[config.mk]
export PLATFORM = sky130hd
export DESIGN_NAME = cdb_writeback
export DESIGN_NICKNAME = d
export VERILOG_FILES = /design/src/rtl/cdb_writeback.sv
export SDC_FILE = /design/constraint.sdc
export NUM_CORES = 1
export LEC_CHECK = 0
export CAP_MARGIN = 25
export CORE_UTILIZATION = 41
export DETAILED_ROUTE_END_ITERATION = 12
export HOLD_SLACK_MARGIN = 0.02
export SYNTH_ARGS = -nofsm -noshare
export SYNTH_HDL_FRONTEND = slang
export SYNTH_SLANG_ARGS = --single-unit
[constraint.sdc]
create_clock -name clk -period 6.4 [get_ports clk]
set_input_delay 1.28 -clock clk [delete_from_list [all_inputs] [get_ports clk]]
set_output_delay 1.28 -clock clk [all_outputs]
set_load 0.05 [all_outputs]
[src/rtl/cdb_writeback.sv]
// Common data bus writeback: per-unit result queues, fixed-priority arbitration (div > mul > int/ls toggle).
// Latency 1 cycle from *_done to cdb_*; losers queue locally, and a result arriving at a full, non-winning queue is dropped.
module cdb_writeback #(
    parameter int DATA_W  = 32,
    parameter int TAG_W   = 6,
    parameter int Q_DEPTH = 2
) (
    input  logic                               clk,
    input  logic                               rst,
    input  logic                               div_done,
    input  logic [TAG_W-1:0]                   div_tag,
    input  logic [DATA_W-1:0]                  div_data,
    input  logic                               mul_done,
    input  logic [TAG_W-1:0]                   mul_tag,
    input  logic [DATA_W-1:0]                  mul_data,
    input  logic                               int_done,
    input  logic [TAG_W-1:0]                   int_tag,
    input  logic [DATA_W-1:0]                  int_data,
    input  logic                               ls_done,
    input  logic [TAG_W-1:0]                   ls_tag,
    input  logic [DATA_W-1:0]                  ls_data,
    output logic                               cdb_valid,
    output logic [TAG_W-1:0]                   cdb_tag,
    output logic [DATA_W-1:0]                  cdb_data,
    output logic [1:0]                         cdb_src,
    output logic                               collision,
    output logic                               overflow,
    output logic [$clog2(4*Q_DEPTH+1)-1:0]     pending
);

    localparam int PW     = (Q_DEPTH > 1) ? $clog2(Q_DEPTH) : 1;
    localparam int CW     = $clog2(Q_DEPTH + 1);
    localparam int PEND_W = $clog2(4*Q_DEPTH + 1);

    // Source index matches the cdb_src encoding: 0 int, 1 ls, 2 mul, 3 div.
    logic [3:0]        in_done;
    logic [TAG_W-1:0]  in_tag  [4];
    logic [DATA_W-1:0] in_data [4];

    assign in_done    = {div_done, mul_done, ls_done, int_done};
    assign in_tag[0]  = int_tag;
    assign in_tag[1]  = ls_tag;
    assign in_tag[2]  = mul_tag;
    assign in_tag[3]  = div_tag;
    assign in_data[0] = int_data;
    assign in_data[1] = ls_data;
    assign in_data[2] = mul_data;
    assign in_data[3] = div_data;

    logic [TAG_W-1:0]  q_tag  [4][Q_DEPTH];
    logic [DATA_W-1:0] q_data [4][Q_DEPTH];
    logic [PW-1:0]     rd_ptr [4];
    logic [PW-1:0]     wr_ptr [4];
    logic [CW-1:0]     cnt    [4];
    logic              rr;

    logic [3:0]        q_nonempty;
    logic [3:0]        q_full;
    logic [3:0]        cand;
    logic [3:0]        pop;
    logic [3:0]        push;
    logic [3:0]        drop;
    logic              win_vld;
    logic [1:0]        win_src;
    logic [TAG_W-1:0]  win_tag;
    logic [DATA_W-1:0] win_data;
    logic              rr_flip;
    logic              multi_done;
    logic [CW-1:0]     cnt_nxt [4];
    logic [PEND_W-1:0] pend_nxt;

    function automatic logic [PW-1:0] ptr_inc(input logic [PW-1:0] p);
        if (p == PW'(Q_DEPTH - 1))
            return '0;
        return p + PW'(1);
    endfunction

    always_comb begin
        q_nonempty = '0;
        q_full     = '0;
        cand       = '0;
        pop        = '0;
        push       = '0;
        drop       = '0;
        pend_nxt   = '0;
        for (int i = 0; i < 4; i++) begin
            q_nonempty[i] = (cnt[i] != '0);
            q_full[i]     = (cnt[i] == CW'(Q_DEPTH));
            // An empty queue lets its incoming result compete directly.
            cand[i]       = q_nonempty[i] | in_done[i];
        end

        win_vld = |cand;
        if (cand[3])
            win_src = 2'd3;
        else if (cand[2])
            win_src = 2'd2;
        else if (cand[0] && cand[1])
            win_src = rr ? 2'd1 : 2'd0;
        else if (cand[1])
            win_src = 2'd1;
        else
            win_src = 2'd0;
        rr_flip = cand[0] & cand[1] & ~cand[2] & ~cand[3];

        if (q_nonempty[win_src]) begin
            win_tag  = q_tag[win_src][rd_ptr[win_src]];
            win_data = q_data[win_src][rd_ptr[win_src]];
        end else begin
            win_tag  = in_tag[win_src];
            win_data = in_data[win_src];
        end

        for (int i = 0; i < 4; i++) begin
            logic won;
            logic want;
            won        = win_vld && (win_src == 2'(i));
            pop[i]     = won & q_nonempty[i];
            want       = in_done[i] & ~(won & ~q_nonempty[i]);
            // A full queue still takes a new entry when its head leaves this cycle.
            push[i]    = want & (~q_full[i] | pop[i]);
            drop[i]    = want & q_full[i] & ~pop[i];
            cnt_nxt[i] = cnt[i] + CW'(push[i]) - CW'(pop[i]);
            pend_nxt   = pend_nxt + PEND_W'(cnt_nxt[i]);
        end

        multi_done = ((in_done & (in_done - 4'd1)) != 4'd0);
    end

    always_ff @(posedge clk) begin
        if (rst) begin
            for (int i = 0; i < 4; i++) begin
                rd_ptr[i] <= '0;
                wr_ptr[i] <= '0;
                cnt[i]    <= '0;
            end
            rr        <= 1'b0;
            cdb_valid <= 1'b0;
            cdb_tag   <= '0;
            cdb_data  <= '0;
            cdb_src   <= 2'd0;
            collision <= 1'b0;
            overflow  <= 1'b0;
            pending   <= '0;
        end else begin
            for (int i = 0; i < 4; i++) begin
                cnt[i] <= cnt_nxt[i];
                if (push[i])
                    wr_ptr[i] <= ptr_inc(wr_ptr[i]);
                if (pop[i])
                    rd_ptr[i] <= ptr_inc(rd_ptr[i]);
            end
            if (rr_flip)
                rr <= ~rr;
            cdb_valid <= win_vld;
            cdb_tag   <= win_vld ? win_tag  : '0;
            cdb_data  <= win_vld ? win_data : '0;
            cdb_src   <= win_vld ? win_src  : 2'd0;
            collision <= multi_done;
            overflow  <= overflow | (|drop);
            pending   <= pend_nxt;
        end
    end

    always_ff @(posedge clk) begin
        for (int i = 0; i < 4; i++) begin
            if (!rst && push[i]) begin
                q_tag[i][wr_ptr[i]]  <= in_tag[i];
                q_data[i][wr_ptr[i]] <= in_data[i];
            end
        end
    end

endmodule

==> run_results.csv, run 1 <==
group,metric,value,unit
synth,synthFlopType,"edfxtp_1",
power,p_leak,6.04,nW
global_route,antenna_found_initial,3,
clock_tree,post_cts_resized,0,
global_route,track_usage,23.6,%
synth,async_flop_share,0,%
timing,setup-tns-final,0,ns
timing,clock_skew,0.0144,ns
synth,synth.area.top_cells,"edfxtp_1, dfxtp_1, a222oi_1",
power,total_power,6.65,mW
drt,wl_per_cell,25.5,um
synth,synthMuxAreaShare,1.29,%
run,drv_cap,0,
clock_tree,postCtsSetupBuffers,0,
synth,syn-cell-area,0.0147,sq mm
drt,vias,10200,
critical_path,reg2reg_depth,16,
floorplanning,die_w,191,um
critical_path,cp-end-kind,"flop",
floorplanning,die_area,0.0365,sq mm
critical_path,worstSetupPathType,"primary input to flop",
synth,ys_seq_elements,368,
clock_tree,cts_sinks,368,
timing,hold_viol,0,
drt,wl,43000,um
timing,hold-worst-slack,0.582,ns
clock_tree,cts_hold_buf,0,
synth,synthAdderAreaFrac,1.38,%
finish,synthToLayoutAreaGrowth,26.9,%
hold_path,min_path_cells,1,
floorplanning,initial_core_util,42.0,%
synth,synth_top_area_share,63.9,%
synth,synthCells,1008,
power,ir_drop,0.248,mV
timing,max_freq,195,MHz
finish,drive_above_1_share,11.4,%
floorplanning,io_pins,205,
clock_tree,clockRootBuffer,"clkbuf_16",
finish,mostFrequentLayoutCell,"edfxtp_1",
drt,drcViolationCount,0,
critical_path,critPathRequiredTime,6.81,ns
global_route,grt_pass1_wl,64100,um
drt,drt_iter0_drc,1139,
drt,postRouteAntennaNets,0,
timing,finalMaxSlewViolations,0,
critical_path,path_max_fanout,7,
clock_tree,cts_buffers,39,
timing,period_minus_slack,5.12,ns
synth,synth-edff-count,312,
global_route,grt_overflow,0,
synth,syn_area_per_cell,14.5,sq um
clock_tree,htreeDepth,2,
outcome,run_status,"finished, final reports clean",
global_route,grt_pass1_vias,10400,
finish,nets,1369,
timing,period_share,80.1,%
timing,rsz0062_at_grt,"false",
critical_path,arrival,5.54,ns
floorplanning,die_h,191,um
synth,synth-simple-area-share,11.3,%
synth,yosysTopAreaCell,"edfxtp_1",
drt,drt-vias-per-instance,6.05,
clock_tree,clk_path_buf_depth,3,
critical_path,cp-start-kind,"primary input",
hold_path,hold_path.class,"flop to flop",
power,power.density,357,mW/mm^2
floorplanning,core-area,0.0349,sq mm
synth,yosysUniqueCellTypes,49,
floorplanning,rows,68,
clock_tree,insertion_delay,0.53,ns
place,numPortBuffers,204,
finish,mostFrequentLayoutCells,"edfxtp_1, clkdlybuf4s50_1, nand3_1",
synth,synth_compound_area_share,10.3,%
timing,tightest_slew,0.979,ns
timing,finalSetupViolations,0,
place,post-dp-hpwl,24900,um
synth,synth-xor-area-share,0.657,%
synth,synth_nets,1179,
drt,first_pass_iters,8,
global_route,grt_start_max_net_pins,115,
clock_tree,path_clk_slew,0.06,ns
place,gp_congestion,0.793,
timing,setup_slack,1.28,ns
place,detailedPlace.worstSlack,0.796,ns
synth,synth_seq_area_share,71.5,%
clock_tree,cts_tree,"yes",
synth,synth_top_family_by_area,"simple AND/OR/NAND/NOR gates",
synth,ys.warnings.count,0,
timing,relSlewSlack,34.8,%
==> sequential cells by signal, summed over array words and instances (netlist names) <==
name       cells
q_data       256
cdb_data      32
overflow       1
cnt            8
wr_ptr         4
pending        4
rr             1
cdb_valid      1
rd_ptr         4
cdb_src        2
q_tag         48
collision      1
cdb_tag        6
==> critical path: stages <==
cell and delay [ns]:
clkdlybuf4s50_1 0.60, nor2_1 0.24, and3_4 0.21, o21ai_0 0.18
xor2_1 0.19, o21ai_0 0.16, buf_4 0.18, inv_1 0.05
ha_1 0.18, xor2_1 0.15, xnor2_1 0.26, fa_1 0.50
fa_1 0.55, inv_1 0.04, ha_1 0.20, fa_1 0.42
nor2b_1 0.13
==> power breakdown <==
part	internal (mW)	leakage, nW	switching [mW]
Combinational	0.498	2.06	0.902
Clock	1.45	0.666	0.926
Sequential	2.79	3.31	0.0759
Total	4.74	6.04	1.90
==> area by class of cell <==
class	count	area, sq um
Fill cell	2957	16300
Sequential cell	368	10500
Inverter	18	67.6
Multi-Input combinational cell	530	3750
Timing Repair Buffer	241	2350
Tap cell	455	569
Clock buffer	51	1090
Antenna cell	4	10.0
Clock inverter	20	275
==> synthesized netlist by cell type, types with 2 or more instances <==
| cell | instances |
|---|---|
| clkbuf_1 | 46 |
| nand3_1 | 91 |
| ha_1 | 9 |
| or2_2 | 2 |
| o21a_1 | 2 |
| buf_4 | 4 |
| a221oi_1 | 38 |
| nand2_1 | 65 |
| fa_1 | 4 |
| nor4_1 | 2 |
| nor3b_1 | 5 |
| mux2i_1 | 2 |
| xnor2_1 | 5 |
| a222oi_1 | 73 |
| xor2_1 | 6 |
| nor3_1 | 14 |
| o21ai_0 | 6 |
| mux2_2 | 15 |
| inv_1 | 18 |
| buf_2 | 31 |
| dfxtp_1 | 56 |
| a22o_1 | 2 |
| and3_1 | 39 |
| o2111ai_1 | 3 |
| nor2_4 | 2 |
| a31oi_1 | 41 |
| buf_1 | 5 |
| buf_6 | 6 |
| nand4_1 | 61 |
| edfxtp_1 | 312 |
| nor2b_1 | 8 |
| or3_1 | 2 |
| nor2_1 | 14 |
| nand2b_1 | 4 |
==> logic make-up after synthesis <==
family	after synthesis
multiplexers	17
adder cells (fa/ha/maj)	14
AO/OA/AOI/OAI	176
flip-flops	368
buffers and inverters	110
AND/OR/NAND/NOR	312
XOR/XNOR	11
==> per-stage QoR <==
step                cell area, sq um  cells  utilization (%)
finish                         18600   1687             53.3
global route                   18600   1686             53.3
CTS                            18600   1682             53.2
detailed placement             17200   1611             49.3
global placement               17200   1611             49.3
floorplan                      14700   1008                -
==> final timing paths <==
path                            slack (ns)      start          to
worst max register to register        2.00  cnt[2][1]  pending[2]
worst max-delay path                  1.28   div_done  pending[2]
worst min register to register        0.58  rd_ptr[0]   rd_ptr[0]
worst min-delay path                  0.58  rd_ptr[0]   rd_ptr[0]
==> per-layer routing <==
| layer | global-route usage [%] | wire length (um) |
|---|---|---|
| met1 | 31.1 | 17300 |
| met2 | 39.3 | 21300 |
| met3 | 3.76 | 3540 |
| met4 | 8.55 | 937 |
| met5 | 0 | 0 |
Note: power is estimated with default switching activity, not from simulation.
==> run 2, diff against run 1 <==
--- a/config.mk
+++ b/config.mk
@@ -9,6 +9,7 @@
 export CORE_UTILIZATION = 41
 export DETAILED_ROUTE_END_ITERATION = 12
 export HOLD_SLACK_MARGIN = 0.02
+export PLACE_DENSITY = 0.65
 export SYNTH_ARGS = -nofsm -noshare
 export SYNTH_HDL_FRONTEND = slang
 export SYNTH_SLANG_ARGS = --single-unit
==> constraint.sdc (replaced) <==
create_clock -name clk -period 4.2 [get_ports clk]
set_input_delay 0.84 -clock clk [delete_from_list [all_inputs] [get_ports clk]]
set_output_delay 0.84 -clock clk [all_outputs]
set_load 0.05 [all_outputs]
==> run_results.csv, run 2 (same netlist as run 1, synthesis figures left out) <==
group,metric,value,unit
place,place_area,0.0176,sq mm
run,drv_cap,0,
drt,wl_per_cell,24.6,um
clock_tree,cts_sinks,368,
critical_path,cp_slowest_cell,"fa_1",
critical_path,cp-start-kind,"primary input",
timing,max_freq,248,MHz
critical_path,arrival,4.44,ns
timing,period_minus_slack,4.04,ns
finish,fin_cells,1708,
floorplanning,initial_core_util,42.0,%
finish,mostFrequentLayoutCell,"edfxtp_1",
finish,mostFrequentLayoutCells,"edfxtp_1, clkdlybuf4s50_1, nand3_1",
timing,period_share,96.2,%
clock_tree,clk_path_buf_depth,3,
finish,synthToLayoutAreaGrowth,28.5,%
drt,first_pass_iters,7,
critical_path,crit_chain,"clkdlybuf4s50_1 > nor2_4 > and3_4 > o21ai_2 > xor2_1 > o21ai_2 > inv_1 > ha_2 > xor2_2 > xnor2_2 > fa_1 > fa_1 > inv_1 > ha_2 > fa_1 > nor2b_1",
clock_tree,insertion_delay,0.53,ns
timing,relSlewSlack,43.8,%
drt,vias,10400,
finish,final_cell_area,0.0188,sq mm
floorplanning,io_pins,205,
global_route,grt_start_max_net_pins,115,
finish,nets,1391,
timing,clock_skew,0.0172,ns
floorplanning,core-area,0.0349,sq mm
power,total_power,9.93,mW
drt,drt_iter0_drc,1266,
power,ir_drop,0.337,mV
critical_path,cpPeakStageDelay,0.52,ns
place,post-dp-hpwl,24000,um
floorplanning,die_area,0.0365,sq mm
critical_path,critPathBufInv,3,
timing,finalSetupViolations,0,
clock_tree,htreeDepth,2,
hold_path,hold_path.class,"flop to flop",
critical_path,worstSetupPathType,"primary input to flop",
timing,hold_viol,0,
outcome,run_status,"finished, final reports clean",
floorplanning,die_h,191,um
clock_tree,cts_buffers,40,
global_route,grt_overflow,0,
global_route,grt_pass1_vias,10500,
power,p_leak,6.14,nW
clock_tree,path_clk_slew,0.06,ns
clock_tree,post_cts_resized,0,
clock_tree,clockRootBuffer,"clkbuf_16",
floorplanning,rows,68,
place,numPortBuffers,204,
finish,drive_above_1_share,12.9,%
global_route,antenna_found_initial,2,
timing,tightest_slew,0.843,ns
clock_tree,cts_hold_buf,0,
floorplanning,die_w,191,um
timing,finalMaxSlewViolations,0,
clock_tree,cts_tree,"yes",
clock_tree,postCtsSetupBuffers,0,
critical_path,crit_family,"adder cells",
drt,postRouteAntennaNets,0,
drt,wl,42100,um
global_route,grt_pass1_wl,62300,um
critical_path,path_max_fanout,3,
critical_path,path_common_cell,"fa_1",
power,power.density,527,mW/mm^2
critical_path,critPathRequiredTime,4.60,ns
drt,drcViolationCount,0,
place,gp_congestion,0.796,
place,detailedPlace.worstSlack,-0.412,ns
critical_path,cp-end-kind,"flop",
drt,drt-vias-per-instance,6.06,
finish,final_util,54.0,%
place,dp.cells,1633,
finish,largest_reg_flops,256,
global_route,track_usage,22.9,%
timing,setup_slack,0.160,ns
-- run 2: cell count changes in the layout (fill, tap and decap cells not counted), sizes merged, moves of 2 or more --
cell / before / now
buf: 37 / 58
clkbuf: 51 / 56
clkinvlp: 3 / 1
diode: 4 / 1
clkinv: 10 / 13
bufinv: 6 / 2
-- run 2: worst paths after layout --
| check | start | end | slack [ns] | cells after the start |
|---|---|---|---|---|
| hold / removal | rd_ptr[0] | rd_ptr[0] | 0.58 | 1 |
| setup / recovery | mul_done | pending[2] | 0.16 | 16 |
| setup reg to reg | cnt[2][1] | pending[2] | 0.49 | 15 |
| hold reg to reg | rd_ptr[0] | rd_ptr[0] | 0.58 | 1 |
-- run 2: power breakdown --
part | internal, mW | switching (mW) | leakage, nW | total (mW)
sequential | 4.26 | 0.111 | 3.31 | 4.37
clock | 1.96 | 1.38 | 0.607 | 3.34
combinational | 0.827 | 1.40 | 2.22 | 2.23
total | 7.04 | 2.89 | 6.14 | 9.93
-- run 2: layer usage --
layer / share of wire [%] / global-route usage (%) / vias up
met3: 8.7 / 3.71 / 106
met2: 49 / 38.9 / 605
met1: 39 / 29.5 / 5095
li1: - / - / 4547
met5: 0.033 / 0 / -
met4: 3.0 / 8.33 / 2
-- run 2: through the flow --
stage	hold WS (ns)	setup TNS, ns
after CTS	0.570	0
after global placement	0.544	-0.646
after floorplan	0.536	-0.0349
final	0.582	0
after global routing	0.601	-0.0143
after detailed placement	0.538	-0.822
-- run 2: cell type report --
cell class	instances	area, sq um
multi-input combinational	530	3850
tap	455	569
clock inverter	18	145
antenna	1	2.50
inverter	18	67.6
sequential	368	10500
timing repair buffer	262	2620
fill	2866	16000
clock buffer	56	1100
